<file path="src/rtl/pipe_pkg.sv">
// Shared definitions for the 5-stage pipeline control: FSM encoding,
// EX_MEM MEM control bit positions and the hard-wired zero register.
package pipe_pkg;

    typedef enum logic [1:0] {
        INIT     = 2'd0,
        RUN      = 2'd1,
        MEM_WAIT = 2'd2
    } state_t;

    localparam int unsigned MEMRD = 1;
    localparam int unsigned MEMWR = 0;

    localparam logic [4:0] REG_ZERO = 5'd0;

endpackage

</file>
<file path="src/rtl/pipe_hazard_ctrl_if.sv">
// Hazard-controller bundle: pipeline hazard inputs, data-memory handshake,
// stage enables/flushes and status. master = controller, slave = pipeline.
interface pipe_hazard_ctrl_if #(
    parameter int unsigned CNT_W = 16
);
    logic [4:0]       id_rs;
    logic [4:0]       id_rt;
    logic             id_uses_rt;
    logic             idex_memrd;
    logic [4:0]       idex_wn;
    logic             br_taken;
    logic [1:0]       exmem_mem;
    logic             dmem_ack;
    logic             dmem_req;
    logic             en_pc;
    logic             en_ifid;
    logic             en_idex;
    logic             en_exmem;
    logic             en_memwb;
    logic             flush_ifid;
    logic             flush_idex;
    logic [CNT_W-1:0] stall_cnt;
    logic             mem_err;

    modport master (
        input  id_rs, id_rt, id_uses_rt, idex_memrd, idex_wn, br_taken,
               exmem_mem, dmem_ack,
        output dmem_req, en_pc, en_ifid, en_idex, en_exmem, en_memwb,
               flush_ifid, flush_idex, stall_cnt, mem_err
    );

    modport slave (
        output id_rs, id_rt, id_uses_rt, idex_memrd, idex_wn, br_taken,
               exmem_mem, dmem_ack,
        input  dmem_req, en_pc, en_ifid, en_idex, en_exmem, en_memwb,
               flush_ifid, flush_idex, stall_cnt, mem_err
    );

endinterface

</file>
<file path="src/rtl/sat_counter.sv">
// Saturating up-counter with synchronous clear (clear wins over increment)
// and asynchronous active-low reset.
module sat_counter #(
    parameter int unsigned CNT_W = 16
) (
    input  logic             clk,
    input  logic             rst,
    input  logic             inc,
    input  logic             clr,
    output logic [CNT_W-1:0] cnt
);

    always_ff @(posedge clk or negedge rst) begin
        if (!rst) begin
            cnt <= '0;
        end else if (clr) begin
            cnt <= '0;
        end else if (inc && (cnt != '1)) begin
            cnt <= cnt + CNT_W'(1);
        end
    end

endmodule

</file>
<file path="src/rtl/pipe_hazard_ctrl.sv">
// Stall/flush sequencer for the 5-stage MIPS pipeline: load-use bubbles,
// taken-branch flushes and multi-cycle data-memory stalls.
module pipe_hazard_ctrl
    import pipe_pkg::*;
#(
    parameter int unsigned TIMEOUT = 64,
    parameter int unsigned CNT_W   = 16
) (
    input  logic               clk,
    input  logic               rst,
    pipe_hazard_ctrl_if.master bus
);

    localparam int unsigned WAIT_W = (TIMEOUT < 2) ? 1 : $clog2(TIMEOUT);
    localparam logic [WAIT_W-1:0] WAIT_LAST =
        WAIT_W'((TIMEOUT == 0) ? 0 : TIMEOUT - 1);

    state_t            state;
    logic [WAIT_W-1:0] wait_cnt;
    logic              mem_err;

    logic mem_op;
    logic load_use;
    logic timeout;
    logic pipe_go;
    logic dmem_req;
    logic en_pc, en_ifid, en_idex, en_exmem, en_memwb;
    logic flush_ifid, flush_idex;

    // pipe_go: the memory stage is not holding the pipe this cycle, so the
    // branch/load-use rules decide the enables.
    always_comb begin
        mem_op   = bus.exmem_mem[MEMRD] | bus.exmem_mem[MEMWR];
        load_use = bus.idex_memrd && (bus.idex_wn != REG_ZERO) &&
                   ((bus.idex_wn == bus.id_rs) ||
                    (bus.id_uses_rt && (bus.idex_wn == bus.id_rt)));
        timeout  = (TIMEOUT != 0) && (state == MEM_WAIT) && !bus.dmem_ack &&
                   (wait_cnt == WAIT_LAST);

        pipe_go  = 1'b0;
        dmem_req = 1'b0;
        case (state)
            RUN: begin
                dmem_req = mem_op;
                pipe_go  = !mem_op || bus.dmem_ack;
            end
            MEM_WAIT: begin
                dmem_req = !timeout;
                pipe_go  = bus.dmem_ack || timeout;
            end
            default: begin
                dmem_req = 1'b0;
                pipe_go  = 1'b0;
            end
        endcase

        en_pc      = pipe_go;
        en_ifid    = pipe_go;
        en_idex    = pipe_go;
        en_exmem   = pipe_go;
        en_memwb   = pipe_go;
        flush_ifid = 1'b0;
        flush_idex = 1'b0;
        if (pipe_go) begin
            if (bus.br_taken) begin
                flush_ifid = 1'b1;
                flush_idex = 1'b1;
            end else if (load_use) begin
                en_pc      = 1'b0;
                en_ifid    = 1'b0;
                flush_idex = 1'b1;
            end
        end
    end

    always_ff @(posedge clk or negedge rst) begin
        if (!rst) begin
            state    <= INIT;
            wait_cnt <= '0;
            mem_err  <= 1'b0;
        end else begin
            case (state)
                INIT: state <= RUN;
                RUN: begin
                    if (mem_op && !bus.dmem_ack) begin
                        state    <= MEM_WAIT;
                        wait_cnt <= '0;
                    end
                end
                MEM_WAIT: begin
                    if (bus.dmem_ack || timeout) begin
                        state <= RUN;
                        if (timeout) mem_err <= 1'b1;
                    end else begin
                        wait_cnt <= wait_cnt + WAIT_W'(1);
                    end
                end
                default: state <= INIT;
            endcase
        end
    end

    sat_counter #(
        .CNT_W (CNT_W)
    ) u_stall_cnt (
        .clk (clk),
        .rst (rst),
        .inc ((state != INIT) && !en_pc),
        .clr (1'b0),
        .cnt (bus.stall_cnt)
    );

    assign bus.dmem_req   = dmem_req;
    assign bus.en_pc      = en_pc;
    assign bus.en_ifid    = en_ifid;
    assign bus.en_idex    = en_idex;
    assign bus.en_exmem   = en_exmem;
    assign bus.en_memwb   = en_memwb;
    assign bus.flush_ifid = flush_ifid;
    assign bus.flush_idex = flush_idex;
    assign bus.mem_err    = mem_err;

endmodule

</file>
<file path="src/flat_wrapper.sv">
// flat-port wrapper written by rule: the top's interface ports become plain ports
module pipe_hazard_ctrl_flat import pipe_pkg::*;
#(
    parameter int unsigned TIMEOUT = 64,
    parameter int unsigned CNT_W   = 16
)
  (clk, rst, bus_id_rs, bus_id_rt, bus_id_uses_rt, bus_idex_memrd, bus_idex_wn, bus_br_taken, bus_exmem_mem, bus_dmem_ack, bus_dmem_req, bus_en_pc, bus_en_ifid, bus_en_idex, bus_en_exmem, bus_en_memwb, bus_flush_ifid, bus_flush_idex, bus_stall_cnt, bus_mem_err);
  pipe_hazard_ctrl_if #(.CNT_W(CNT_W)) bus_i ();
  input  logic clk;
  input  logic rst;
  input wire logic [$bits(bus_i.id_rs)-1:0] bus_id_rs;
  input wire logic [$bits(bus_i.id_rt)-1:0] bus_id_rt;
  input wire logic [$bits(bus_i.id_uses_rt)-1:0] bus_id_uses_rt;
  input wire logic [$bits(bus_i.idex_memrd)-1:0] bus_idex_memrd;
  input wire logic [$bits(bus_i.idex_wn)-1:0] bus_idex_wn;
  input wire logic [$bits(bus_i.br_taken)-1:0] bus_br_taken;
  input wire logic [$bits(bus_i.exmem_mem)-1:0] bus_exmem_mem;
  input wire logic [$bits(bus_i.dmem_ack)-1:0] bus_dmem_ack;
  output wire logic [$bits(bus_i.dmem_req)-1:0] bus_dmem_req;
  output wire logic [$bits(bus_i.en_pc)-1:0] bus_en_pc;
  output wire logic [$bits(bus_i.en_ifid)-1:0] bus_en_ifid;
  output wire logic [$bits(bus_i.en_idex)-1:0] bus_en_idex;
  output wire logic [$bits(bus_i.en_exmem)-1:0] bus_en_exmem;
  output wire logic [$bits(bus_i.en_memwb)-1:0] bus_en_memwb;
  output wire logic [$bits(bus_i.flush_ifid)-1:0] bus_flush_ifid;
  output wire logic [$bits(bus_i.flush_idex)-1:0] bus_flush_idex;
  output wire logic [$bits(bus_i.stall_cnt)-1:0] bus_stall_cnt;
  output wire logic [$bits(bus_i.mem_err)-1:0] bus_mem_err;
  assign bus_i.id_rs = bus_id_rs;
  assign bus_i.id_rt = bus_id_rt;
  assign bus_i.id_uses_rt = bus_id_uses_rt;
  assign bus_i.idex_memrd = bus_idex_memrd;
  assign bus_i.idex_wn = bus_idex_wn;
  assign bus_i.br_taken = bus_br_taken;
  assign bus_i.exmem_mem = bus_exmem_mem;
  assign bus_i.dmem_ack = bus_dmem_ack;
  assign bus_dmem_req = bus_i.dmem_req;
  assign bus_en_pc = bus_i.en_pc;
  assign bus_en_ifid = bus_i.en_ifid;
  assign bus_en_idex = bus_i.en_idex;
  assign bus_en_exmem = bus_i.en_exmem;
  assign bus_en_memwb = bus_i.en_memwb;
  assign bus_flush_ifid = bus_i.flush_ifid;
  assign bus_flush_idex = bus_i.flush_idex;
  assign bus_stall_cnt = bus_i.stall_cnt;
  assign bus_mem_err = bus_i.mem_err;
  pipe_hazard_ctrl #(.TIMEOUT(TIMEOUT), .CNT_W(CNT_W)) u_core (.clk(clk), .rst(rst), .bus(bus_i));
endmodule
</file>
<file path="config.mk">
export PLATFORM = sky130hd
export DESIGN_NAME = pipe_hazard_ctrl_flat
export DESIGN_NICKNAME = d
export VERILOG_FILES = /design/src/rtl/pipe_pkg.sv /design/src/rtl/pipe_hazard_ctrl_if.sv /design/src/rtl/sat_counter.sv /design/src/rtl/pipe_hazard_ctrl.sv /design/src/flat_wrapper.sv
export SDC_FILE = /design/constraint.sdc
export NUM_CORES = 1
export LEC_CHECK = 0
export CAP_MARGIN = 20
export CORE_UTILIZATION = 50
export DETAILED_ROUTE_END_ITERATION = 10
export PLACE_DENSITY = 0.85
export SLEW_MARGIN = 20
export SYNTH_ARGS = -nofsm -noshare
export SYNTH_HDL_FRONTEND = slang
export SYNTH_SLANG_ARGS = --single-unit
</file>
<file path="constraint.sdc">
create_clock -name clk -period 3.6 [get_ports clk]
set_input_delay 0.54 -clock clk [delete_from_list [all_inputs] [get_ports clk]]
set_output_delay 0.54 -clock clk [all_outputs]
set_load 0.05 [all_outputs]
</file>
==> run summary <==
Reg power frac: 0.297
outcome: finished clean
RSZ-0062 raised after global routing: no
number of fill cells in the layout: 258
max-slew violations: 0
Peak Freq: 303 MHz
IO Port Bufs: 47
initial antenna violation count: 0
WL final: 3440 microns
CTS tree: yes
mapped cell area: 1620 sq um
Startpoint Class: register
clock group share of total power: 0.097
grt ovf: 0
area leader, netlist: dfrtp_1
Worst-path clk slew: 0.15 ns
Main synth FF type: dfrtp_1
reg2reg path depth: 9
M1 WL: 1490 microns
Top Metal Used: met4
top-count cell post-synth: dfrtp_1
met3 wire length: 86 microns
Int Power: 0.000705 W
Initial Util: 0.530
FF-to-FF Start: u_core.state[0]$_DFFE_PN0P_
wire length per cell: 13.4 microns
Hold Path Class: in2async
Worst slew margin: 0.633
Core Rows: 20
fraction of registers with async set/reset: 1.00
register-to-register setup slack: 1.21 ns
area grow syn2layout: 32.4%
number of synthesized flops with an enable pin: 0
Ports: 48
Clock Latency Late Sink: 0.33 ns
synthesis-stage register bit count: 25
vias per inst: 5.34
slowest stage delay, CP: 0.70 ns
nets: 243
final number of setup-violating endpoints: 0
Syn Nets: 195
Die Span X: 58.9 microns
routed via count: 1,366
htree depth: 1
Fin. Hold Viols: 0
Synth top area share: 0.386
Place WS: 0.297 ns
Period minus WS final: 3.30 ns
crit path cell chain: inv_1, ha_1, and4_1, a32o_1, a21o_1, and2_1, clkdlybuf4s50_1
max-cap check violation count: 0
Clock Tree Root: clkbuf_4
n_diodes: 0
# DRC: 0
Routed met2 length: 1840 microns
HPWL after DPL: 2710 microns
setup ws final: 0.298 ns
CP endpoint kind: output pin
P per Cell Area: 660 nW/um^2
vias in the first global route: 1,342
CTS Hold Buffers Added: 0
Die ar.: 3470 sq um
Sw Ratio: 0.502
crit path kind: reg2out
Psw: 0.000709 W
Initial DRC Count: 86
top cells by count, synth: dfrtp_1, xnor2_1, nor2_1
largest net degree at the start of global routing: 26
Tot GR Track Use: 0.213
synth warn: 0
fin crit share: 0.917
clk_skew: 0.0104 ns
library cells used by synthesis: 41
TritonRoute pass-1 iters: 6
synthesized instance count: 165
Area contributors post-synth: dfrtp_1, xnor2_1, ha_1
sequential share of the synthesized area: 0.386
first-pass GRT wire length: 5710 microns
Logic pwr share: 0.606
crit path DAT: 2.76 ns
core area: 3050 sq um
remaining antenna violation count: 0
Setup TNS: 0 ns
Worst EP required: 3.06 ns
sink count of the clock tree: 25
Crit Path Max Fanout: 6
Crit-path slowest cell: clkdlybuf4s50_1
layout cells sized above 1: 0.108
post-CTS resize count: 0
Clock Path Buffers: 2
mean post-synth cell area: 9.81 sq um
Post-CTS Setup Bufs: 0
placer's final routability congestion estimate: 0.788
P_leak: 0.870 nW
WHS: 0.168 ns
CTS Buf Count: 3
Slew @ Worst Pin: 0.550 ns
maximum vdd drop: 0.674 mV
Critical R2R Capture: u_core.u_stall_cnt.cnt[12]$_DFFE_PN0P_
die height: 58.9 microns
-- power groups by stage --
stage	sequential, W	combinational (W)	clock, W
after floorplan	0.000535	0.000510	0
after global placement	0.000420	0.000842	0
after detailed placement	0.000423	0.000860	0
after CTS	0.000419	0.000863	0.000145
after global routing	0.000429	0.000913	0.000154
final	0.000420	0.000857	0.000137
-- worst max-delay path by stage --
stage | start | endpoint | slack, ns | cells after the start
3_5_place_dp | bus_idex_wn[3] | bus_flush_idex | 0.30 | 7
2_1_floorplan | u_core.state[0]$_DFFE_PN0P_ | bus_en_pc | 0.55 | 8
3_3_place_gp | bus_idex_wn[3] | bus_flush_idex | 0.36 | 7
5_1_grt | u_core.state[0]$_DFFE_PN0P_ | bus_flush_idex | 0.12 | 7
6_report | u_core.state[0]$_DFFE_PN0P_ | bus_flush_ifid | 0.30 | 7
4_1_cts | u_core.state[0]$_DFFE_PN0P_ | bus_flush_ifid | 0.28 | 7
-- area by class of cell --
class | count | area (sq um) | area share
Multi-Input combinational cell | 129 | 933 | 0.435
Sequential cell | 25 | 626 | 0.292
Timing Repair Buffer | 50 | 483 | 0.225
Tap cell | 44 | 55.1 | 0.0257
Clock buffer | 3 | 22.5 | 0.0105
Inverter | 4 | 15.0 | 0.00701
Clock inverter | 1 | 8.76 | 0.00409
-- sequential cells by signal (all words and copies together) (netlist names) --
signal	count
u_core.bus.mem_err	1
u_core.wait_cnt	6
u_core.state	2
u_core.u_stall_cnt.cnt	16
-- logic make-up (layout without fill, tap and decap cells) --
family                   after synthesis  after routing  share of synthesized area
flip-flops                            25             25                      0.386
buffers and inverters                 11             58                     0.0371
AND/OR/NAND/NOR                       67             67                      0.247
adder cells (fa/ha/maj)                7              7                     0.0541
multiplexers                           2              2                     0.0131
AO/OA/AOI/OAI                         28             28                      0.128
XOR/XNOR                              25             25                      0.135
-- routing by layer --
metal | track usage | vias up
li1 | - | 682
met1 | 0.261 | 655
met2 | 0.386 | 27
met3 | 0.0308 | 2
met4 | 0.0612 | 0
met5 | 0 | -
-- cell usage in the layout, fill, tap and decap left out, types with 4 or more instances in the layout --
cell,n
o21ai_0,8
nand3_1,8
xor2_1,9
nand3_2,8
ha_1,7
buf_4,5
xnor2_1,16
nand2_1,10
nor2_1,12
o21ai_1,4
inv_1,4
nor3_1,5
clkdlybuf4s50_1,44
dfrtp_1,25
nand4_1,5
and3_1,6
-- critical path: cells and delay by family (launching register included) --
kind                       cells  cell delay (ns)
AOI/OAI and AO/OA              2             0.43
adders and majority gates      1             0.35
buffers and inverters          2             0.80
DFF                            1             0.47
and+or+nand+nor                2             0.38
-- per-stage QoR --
| stage | util | instance area, sq um | total power, W | std cells |
|---|---|---|---|---|
| global placement | 0.693 | 2120 | 0.00126 | 252 |
| detailed placement | 0.693 | 2120 | 0.00128 | 252 |
| CTS | 0.704 | 2150 | 0.00143 | 256 |
| finish | 0.702 | 2140 | 0.00141 | 256 |
| floorplan | - | 1620 | 0.00105 | 165 |
| global route | 0.702 | 2140 | 0.00150 | 256 |
Power figures use the tool's default switching activity.
